==> src/rtl/sec_counter_mod60_pkg.sv <==
// Shared constants and FSM state type for the seconds counter.
// Width and modulus must match the downstream 6-bit binary-to-BCD converter.
package sec_cnt_pkg;

    localparam int MOD60 = 60;
    localparam int CNT_W = 6;

    typedef enum logic {
        STOPPED = 1'b0,
        RUNNING = 1'b1
    } state_t;

endpackage

==> src/rtl/sec_counter_mod60_tick_prescaler.sv <==
// Free-running divider that flags the last cycle of each PRESCALE-long interval.
// It holds its value while disabled, so a paused partial interval resumes.
module tick_prescaler #(
    parameter int PRESCALE = 50000000
) (
    input  logic Clock,
    input  logic Reset,
    input  logic En,
    input  logic Clr,
    output logic tick_pre
);

    localparam int CW = $clog2(PRESCALE);
    localparam logic [CW-1:0] LP_LAST = CW'(PRESCALE - 1);

    logic [CW-1:0] r_cnt;

    assign tick_pre = En && (r_cnt == LP_LAST);

    // NOTE: clocked state uses non-blocking assignments so every register samples pre-edge values.
    always_ff @(posedge Clock or posedge Reset) begin
        if (Reset) begin
            r_cnt <= '0;
        end else if (Clr) begin
            r_cnt <= '0;
        end else if (En) begin
            r_cnt <= (r_cnt == LP_LAST) ? '0 : r_cnt + 1'b1;
        end
    end

endmodule

==> src/rtl/sec_counter_mod60.sv <==
// Seconds counter: run/stop FSM, prescaled up/down count modulo MODULUS,
// switch load with range check, and carry pulse for a cascaded minutes stage.
module sec_counter_mod60
    import sec_cnt_pkg::*;
#(
    parameter int PRESCALE = 50000000,
    parameter int MODULUS  = MOD60,
    parameter int WIDTH    = CNT_W
) (
    input  logic             Clock,
    input  logic             Reset,
    input  logic             Start,
    input  logic             Stop,
    input  logic             Up,
    input  logic             Load,
    input  logic [WIDTH-1:0] LoadVal,
    output logic [WIDTH-1:0] Count,
    output logic             Tick,
    output logic             Carry,
    output logic             LoadErr,
    output logic             Running
);

    localparam logic [WIDTH-1:0] LP_MAX = WIDTH'(MODULUS - 1);

    state_t           r_state;
    logic             w_tick_pre;
    logic             w_load_ok;
    logic             w_step;
    logic             w_wrap;
    logic [WIDTH-1:0] w_next;

    tick_prescaler #(
        .PRESCALE (PRESCALE)
    ) u_prescaler (
        .Clock    (Clock),
        .Reset    (Reset),
        .En       (r_state == RUNNING),
        .Clr      (w_load_ok),
        .tick_pre (w_tick_pre)
    );

    // NOTE: every combinational output gets a default first so no path can infer a latch.
    always_comb begin
        w_load_ok = Load && (LoadVal <= LP_MAX);
        w_step    = w_tick_pre && !w_load_ok;
        w_wrap    = Up ? (Count == LP_MAX) : (Count == '0);
        w_next    = Count;
        if (w_wrap) begin
            w_next = Up ? '0 : LP_MAX;
        end else begin
            w_next = Up ? Count + 1'b1 : Count - 1'b1;
        end
    end

    // Stop wins over Start in either state.
    always_ff @(posedge Clock or posedge Reset) begin
        if (Reset) begin
            r_state <= STOPPED;
            Running <= 1'b0;
        end else begin
            case (r_state)
                STOPPED: begin
                    if (Start && !Stop) begin
                        r_state <= RUNNING;
                        Running <= 1'b1;
                    end
                end
                RUNNING: begin
                    if (Stop) begin
                        r_state <= STOPPED;
                        Running <= 1'b0;
                    end
                end
                default: begin
                    r_state <= STOPPED;
                    Running <= 1'b0;
                end
            endcase
        end
    end

    // An accepted load overrides and swallows any tick due on the same edge.
    always_ff @(posedge Clock or posedge Reset) begin
        if (Reset) begin
            Count   <= '0;
            Tick    <= 1'b0;
            Carry   <= 1'b0;
            LoadErr <= 1'b0;
        end else begin
            Tick    <= w_step;
            Carry   <= w_step && w_wrap;
            LoadErr <= Load && !w_load_ok;
            if (w_load_ok) begin
                Count <= LoadVal;
            end else if (w_step) begin
                Count <= w_next;
            end
        end
    end

endmodule
==> config.mk <==
export PLATFORM = sky130hd
export DESIGN_NAME = sec_counter_mod60
export DESIGN_NICKNAME = d
export VERILOG_FILES = /design/src/rtl/sec_counter_mod60_pkg.sv /design/src/rtl/sec_counter_mod60_tick_prescaler.sv /design/src/rtl/sec_counter_mod60.sv
export SDC_FILE = /design/constraint.sdc
export NUM_CORES = 1
export LEC_CHECK = 0
export BUFFER_PORTS_ARGS = -buffer_cell sky130_fd_sc_hd__buf_2
export CAP_MARGIN = 20
export CORE_MARGIN = 2
export CORE_UTILIZATION = 27
export CTS_BUF_LIST = sky130_fd_sc_hd__clkbuf_4
export DETAILED_ROUTE_END_ITERATION = 8
export SLEW_MARGIN = 20
export SYNTH_ARGS = -nofsm -noshare
export SYNTH_HDL_FRONTEND = slang
export SYNTH_SLANG_ARGS = --single-unit
==> constraint.sdc <==
create_clock -name Clock -period 2.8 [get_ports Clock]
set_clock_uncertainty 0.2 [all_clocks]
set_input_delay 0.56 -clock Clock [delete_from_list [all_inputs] [get_ports Clock]]
set_output_delay 0.56 -clock Clock [all_outputs]
set_load 0.02 [all_outputs]
==> flow_summary.json, run 1 <==
{
  "status": "complete, no violations",
  "synth_async_sr_flop_share_pct": 100,
  "place_congestion": 0.846,
  "min_period_over_period_pct": 78.1,
  "slowest_stage": "nor4_2",
  "cp_data_arrival_time_ps": 2230,
  "synth_seq_cells": 37,
  "ir_drop_mv": 0.130,
  "setup_viol": 0,
  "rows": 32,
  "ctsHoldBuffers": 0,
  "p_leak_uw": 0.000983,
  "worst_r2r_path_depth": 5,
  "rsz0062_at_grt": "no",
  "drtAntennaViolNets": 0,
  "crit_chain": "nor4b_2 -> nand3_1 -> nor4_2 -> nor2_1 -> a221o_1",
  "syn_area_um2": 2180,
  "cp-start-kind": "flip-flop",
  "via_per_inst": 4.96,
  "grt_max_degree": 38,
  "synth_edf_count": 0,
  "critPathRequiredTime_ps": 2850,
  "cp_max_fo": 6,
  "grt_usage_pct": 12.1,
  "fin_setup_tns_ps": 0,
  "n_fill_cell": 831,
  "synth_cell_types": 47,
  "post-cts-setup-buffers": 0,
  "synth-main-ff-cell": "dfrtp_1",
  "multi_input_area_um2": 1200,
  "yosysWarnings": 0,
  "postCtsResizedCells": 0,
  "maxCapViolations": 0,
  "cts.root.buffer_cell": "clkbuf_4",
  "wirelength_um": 4770,
  "drc": 0,
  "placement.io_buffers": 21,
  "vias": 1760,
  "antenna_found_initial": 0,
  "grt_first_pass_wirelength_um": 8320,
  "hold_path_class": "input port to asynchronous set/reset pin",
  "cts_buffers": 5,
  "numClockSinks": 37,
  "synth_area_per_cell_um2": 9.48,
  "die_area_um2": 8810,
  "finalHoldViolCount": 0,
  "cts_htree_levels": 2,
  "clkLatencyLatePin_ps": 350,
  "slew_headroom_pct": 63.1,
  "fin_cells": 355,
  "hpwlAfterDp_um": 3320,
  "wire_per_inst_um": 13.4,
  "worst_pin_slew_ps": 549,
  "fin_ws_ps": 613,
  "area.growth.synth_to_final_pct": 12.5,
  "fin_nets": 270,
  "core_area_um2": 7770,
  "placed_cells": 347,
  "diodes": 0,
  "drtIter0Drc": 83,
  "drive_gt1_share_pct": 19.4,
  "place_ws_ps": 389,
  "clock.fmax_ghz": 0.457,
  "pwr_density_cell_nw_per_um2": 424,
  "cts.clk_slew.worst_paths_ps": 120,
  "end_kind": "flip-flop",
  "clockBufferDepth": 2,
  "path_class": "flip-flop to flip-flop",
  "dr.pass1.iters": 4,
  "slowest_delay_ps": 530,
  "post-route-min-period_ps": 2190,
  "fp.dieH_um": 93.9,
  "start_util_pct": 28.1,
  "drv_slew": 0,
  "seq_area_um2": 926,
  "syn_inst": 230,
  "ios": 22,
  "cts_tree": "done",
  "grt_pass1_vias": 1744,
  "die_w_um": 93.9,
  "grt_overflow_total": 0,
  "synth_nets": 248,
  "ys_seq_area_share_pct": 42.5
}
-- per-stage QoR --
stage / utilization (%) / cell area, µm² / hold slack, ps / total power (µW)
finish: 31.6 / 2450 / 107 / 1040
CTS: 31.6 / 2450 / 124 / 1060
floorplan: - / 2180 / 244 / 705
detailed placement: 30.9 / 2400 / 274 / 760
global route: 31.6 / 2450 / 159 / 1110
global placement: 30.9 / 2400 / 265 / 759
-- state kept, by name, indices dropped and copies added (netlist names) --
name and count:
u_prescaler.r_cnt 26, Count 6, Carry 1, LoadErr 1, Running 1, Tick 1, r_state 1
-- critical path, delay by kind of cell, from the launching register on --
kind            cells  cell delay, ps
simple gates        4            1100
compound gates      1             310
flops               1             470
-- final timing paths --
kind	start	endpoint	slack, ps
min reg2reg	Running$_DFFE_PP0P_	Running$_DFFE_PP0P_	300
min	Reset	u_prescaler.r_cnt[15]$_DFFE_PP0P_	110
max in group asynchronous	Reset	u_prescaler.r_cnt[3]$_DFFE_PP0P_	1960
max reg2reg	u_prescaler.r_cnt[11]$_DFFE_PP0P_	Count[2]$_DFFE_PP0P_	610
max	u_prescaler.r_cnt[11]$_DFFE_PP0P_	Count[2]$_DFFE_PP0P_	610
min in group Clock	Stop	r_state$_DFF_PP0_	170
-- synthesized netlist by cell type (all sizes together), types with 3 or more instances --
library cell	instances	share of area (%)
a211oi	3	1.0
a21oi	9	2.2
a31oi	3	0.86
and4	3	1.2
buf	7	1.6
dfrtp	37	42
ha	5	2.9
inv	5	0.86
nand2	20	3.4
nand2b	3	0.86
nand3	11	2.8
nand4	8	3.2
nor2	29	5.0
nor3	10	3.0
nor3b	5	2.0
nor4	7	2.9
o21ai	7	1.6
o31ai	3	1.0
or3	8	2.3
xnor2	19	7.6
xor2	5	2.0
-- layout by cell type, fill, tap and decap left out, types with 3 or more instances in the layout --
cell type	synthesis	final
a211oi_1	3	3
a21oi_1	8	8
a31oi_1	3	3
and4_1	3	3
buf_2	7	21
buf_4	0	3
clkbuf_4	0	6
dfrtp_1	37	37
ha_1	5	5
inv_1	5	5
nand2_1	20	20
nand2b_1	3	3
nand3_1	10	10
nand4_1	5	5
nand4_2	3	3
nor2_1	29	29
nor3_1	7	7
nor3_2	3	3
nor3b_1	4	4
nor4_1	4	4
nor4_2	3	3
o21ai_0	6	6
or3_1	8	8
xnor2_1	19	19
xor2_1	5	5
-- power breakdown --
group | switching, µW | leakage [µW] | internal (µW)
clock | 185 | 0.0000354 | 105
combinational | 106 | 0.000448 | 68.2
sequential | 25.6 | 0.000500 | 551
total | 317 | 0.000983 | 725
-- logic make-up after synthesis --
kind of cell | count (synthesis) | synth area share, %
simple gates | 114 | 30.6
mux | 1 | 0.459
flops | 37 | 42.5
fa+ha+maj | 6 | 3.79
xor+xnor | 24 | 9.64
compound gates | 34 | 10.3
buf+inv | 14 | 2.81
-- final cells by class --
class,count,share of cell area (%)
tap,102,5.20
timing repair buffer,24,5.20
clock inverter,2,0.408
inverter,5,0.765
sequential,37,37.7
clock buffer,6,1.84
multi-input combinational,179,48.9
-- layer usage --
metal	part of all wire, %	track usage (%)	vias up
met5	0	0	-
met4	1.6	4.35	0
met3	3.8	3.61	7
met2	46	18.8	23
met1	49	15.8	861
li1	-	-	869
No activity file was read; power rests on OpenSTA's default activity.
==> inputs of run 2 (changes only) <==
- ABC_AREA: not set -> 1
- clock period: 2.8 -> 1.8 ns (I/O delays scaled with it)
==> flow_summary.json, run 2 <==
{
  "status": "finished with violations",
  "violations": "setup timing",
  "synth_async_sr_flop_share_pct": 100,
  "ir_drop_mv": 0.319,
  "syn_inst": 362,
  "synth_cell_types": 28,
  "antenna_found_initial": 0,
  "wire_per_inst_um": 12.7,
  "clkLatencyLatePin_ps": 360,
  "hold_path_class": "input port to flip-flop",
  "placement.io_buffers": 21,
  "via_per_inst": 4.74,
  "setup_viol": 18,
  "final_common_cell": "nand2_1",
  "cp_data_arrival_time_ps": 1890,
  "cp_max_fo": 7,
  "clockBufferDepth": 2,
  "cts_tree": "done",
  "rrSetupSlack_ps": -30,
  "synth_edf_count": 0,
  "clock.fmax_ghz": 0.548,
  "fin_ws_ps": -26.3,
  "end_kind": "flip-flop",
  "yosysMostFrequentCell": "nand2_1",
  "synthTopCellsByArea": "dfrtp_1 (37%), nand2_1 (15%), nor2_1 (8.0%), inv_1 (5.8%), nand3_1 (4.8%)",
  "synth_nets": 380,
  "cts_htree_levels": 2,
  "fp.dieH_um": 101,
  "grt_pass1_vias": 2440,
  "cts_buffers": 5,
  "whs_path_depth": 3,
  "grt_max_degree": 38,
  "drv_slew": 0,
  "pwr_density_cell_nw_per_um2": 596,
  "largest_reg_flops": 26,
  "area.growth.synth_to_final_pct": 30.9,
  "hpwlAfterDp_um": 4990,
  "grt_usage_pct": 13.6,
  "grt_first_pass_wirelength_um": 11100,
  "finalHoldViolCount": 0,
  "place_congestion": 0.950,
  "fin_nets": 442,
  "core_area_um2": 9150,
  "yosysWarnings": 0,
  "drive_gt1_share_pct": 29.4,
  "drtAntennaViolNets": 0,
  "top_regs": "u_prescaler.r_cnt x26, Count x6",
  "fin_setup_tns_ps": -234,
  "critPathRequiredTime_ps": 1860,
  "drc": 0,
  "synth_area_per_cell_um2": 6.97,
  "vias": 2543,
  "drtIter0Drc": 79,
  "rows": 35,
  "synth-main-ff-cell": "dfrtp_1",
  "p_total_uw": 1970,
  "cts.clk_slew.worst_paths_ps": 130,
  "cts.root.buffer_cell": "clkbuf_4",
  "worst_pin_slew_ps": 495,
  "worst_r2r_path_depth": 10,
  "reg2reg_from": "u_prescaler.r_cnt[1]$_DFFE_PP0P_",
  "numClockSinks": 37,
  "p_leak_uw": 0.00150,
  "maxCapViolations": 0,
  "ys_seq_area_share_pct": 36.7,
  "die_area_um2": 10100,
  "ios": 22,
  "post-route-min-period_ps": 1830,
  "slew_headroom_pct": 67.0,
  "dr.pass1.iters": 4,
  "min_period_over_period_pct": 101,
  "path_class": "flip-flop to flip-flop",
  "holdWs_ps": 31.3,
  "grt_overflow_total": 0,
  "diodes": 0,
  "cp-start-kind": "flip-flop",
  "syn_area_um2": 2520,
  "die_w_um": 101,
  "synth_top_area_share_pct": 36.7,
  "synthTopCellsByCount": "nand2_1 (102), nor2_1 (54), inv_1 (39), dfrtp_1 (37), nand3_1 (24)",
  "most-common-layout-cells": "nand2_1 (94), nor2_1 (50), inv_1 (38)",
  "top_register": "u_prescaler.r_cnt",
  "fin_cells": 536,
  "start_util_pct": 27.6,
  "placed_cells": 522,
  "holdPathEnd": "r_state$_DFF_PP0_",
  "synth_seq_cells": 37,
  "wirelength_um": 6780,
  "rsz0062_at_grt": "yes",
  "min_from": "Start",
  "reg2reg_to": "u_prescaler.r_cnt[11]$_DFFE_PP0P_",
  "yosysTopAreaCell": "dfrtp_1"
}
==> run 2: logic make-up (layout without fill, tap and decap cells) <==
group	count (synthesis)	after routing	share of synthesized area [%]
flops	37	37	36.7
buf+inv	48	111	8.13
fa+ha+maj	6	6	3.27
compound gates	24	24	4.96
xor+xnor	13	13	4.51
simple gates	234	234	42.4
==> run 2: area by class of cell <==
type                       count  area [µm²]
clock buffer                   5        37.5
clock inverter                 3        22.5
fill                         924        5850
inverter                      42         158
multi-input combinational    277        1540
sequential                    37         936
tap                          111         139
timing repair buffer          61         473
==> run 2: routing by layer <==
metal	track usage [%]	share of wire [%]	vias to the layer above
met1	18.3	47	1190
met4	3.27	1.2	0
met2	22.8	48	57
met5	0	0	-
li1	-	-	1286
met3	2.50	4.1	10
==> run 2: how the worst max path moves through the flow <==
stage                                                    to                             start
after CTS                 u_prescaler.r_cnt[20]$_DFFE_PP0P_  u_prescaler.r_cnt[0]$_DFFE_PP0P_
after global routing                   Count[3]$_DFFE_PP0P_  u_prescaler.r_cnt[0]$_DFFE_PP0P_
after floorplan                        Count[4]$_DFFE_PP0P_              Count[0]$_DFFE_PP0P_
after detailed placement               Count[5]$_DFFE_PP0P_                                Up
final                     u_prescaler.r_cnt[11]$_DFFE_PP0P_  u_prescaler.r_cnt[1]$_DFFE_PP0P_
after global placement                 Count[5]$_DFFE_PP0P_                                Up
==> run 2: repair_timing <==
action | in CTS | in global routing
setup buffers | 0 | 3
setup endpoints to repair | 16 | 30
hold buffers | 2 | 0
pin swaps | 1 | 13
resized for setup | 5 | 40
gates cloned | 0 | 1
hold endpoints to repair | 38 | 0
==> run 2: through the flow <==
stage | setup slack, ps | util [%] | cell area (µm²)
final | -26.3 | 36.1 | 3300
after global routing | -117 | 36.1 | 3300
after global placement | -92.3 | 32.9 | 3010
after detailed placement | -145 | 32.9 | 3010
after floorplan | 38.2 | - | 2520
after CTS | 0.561 | 34.0 | 3110
==> run 2: critical path, stage by stage (launching register included) <==
cell and delay (ps):
dfrtp_1 430, ha_4 180, buf_6 110, nand3_4 80
inv_2 50, nand4_1 70, nor2_1 100, nand3_1 90
nand2_2 170, clkbuf_16 180, nor2_1 50
==> run 2: power breakdown <==
part | switching [µW] | total, µW | leakage (µW) | internal [µW]
clock network | 316 | 471 | 0.0000352 | 155
logic | 321 | 562 | 0.000980 | 241
registers | 58.9 | 935 | 0.000487 | 876
total | 696 | 1970 | 0.00150 | 1270
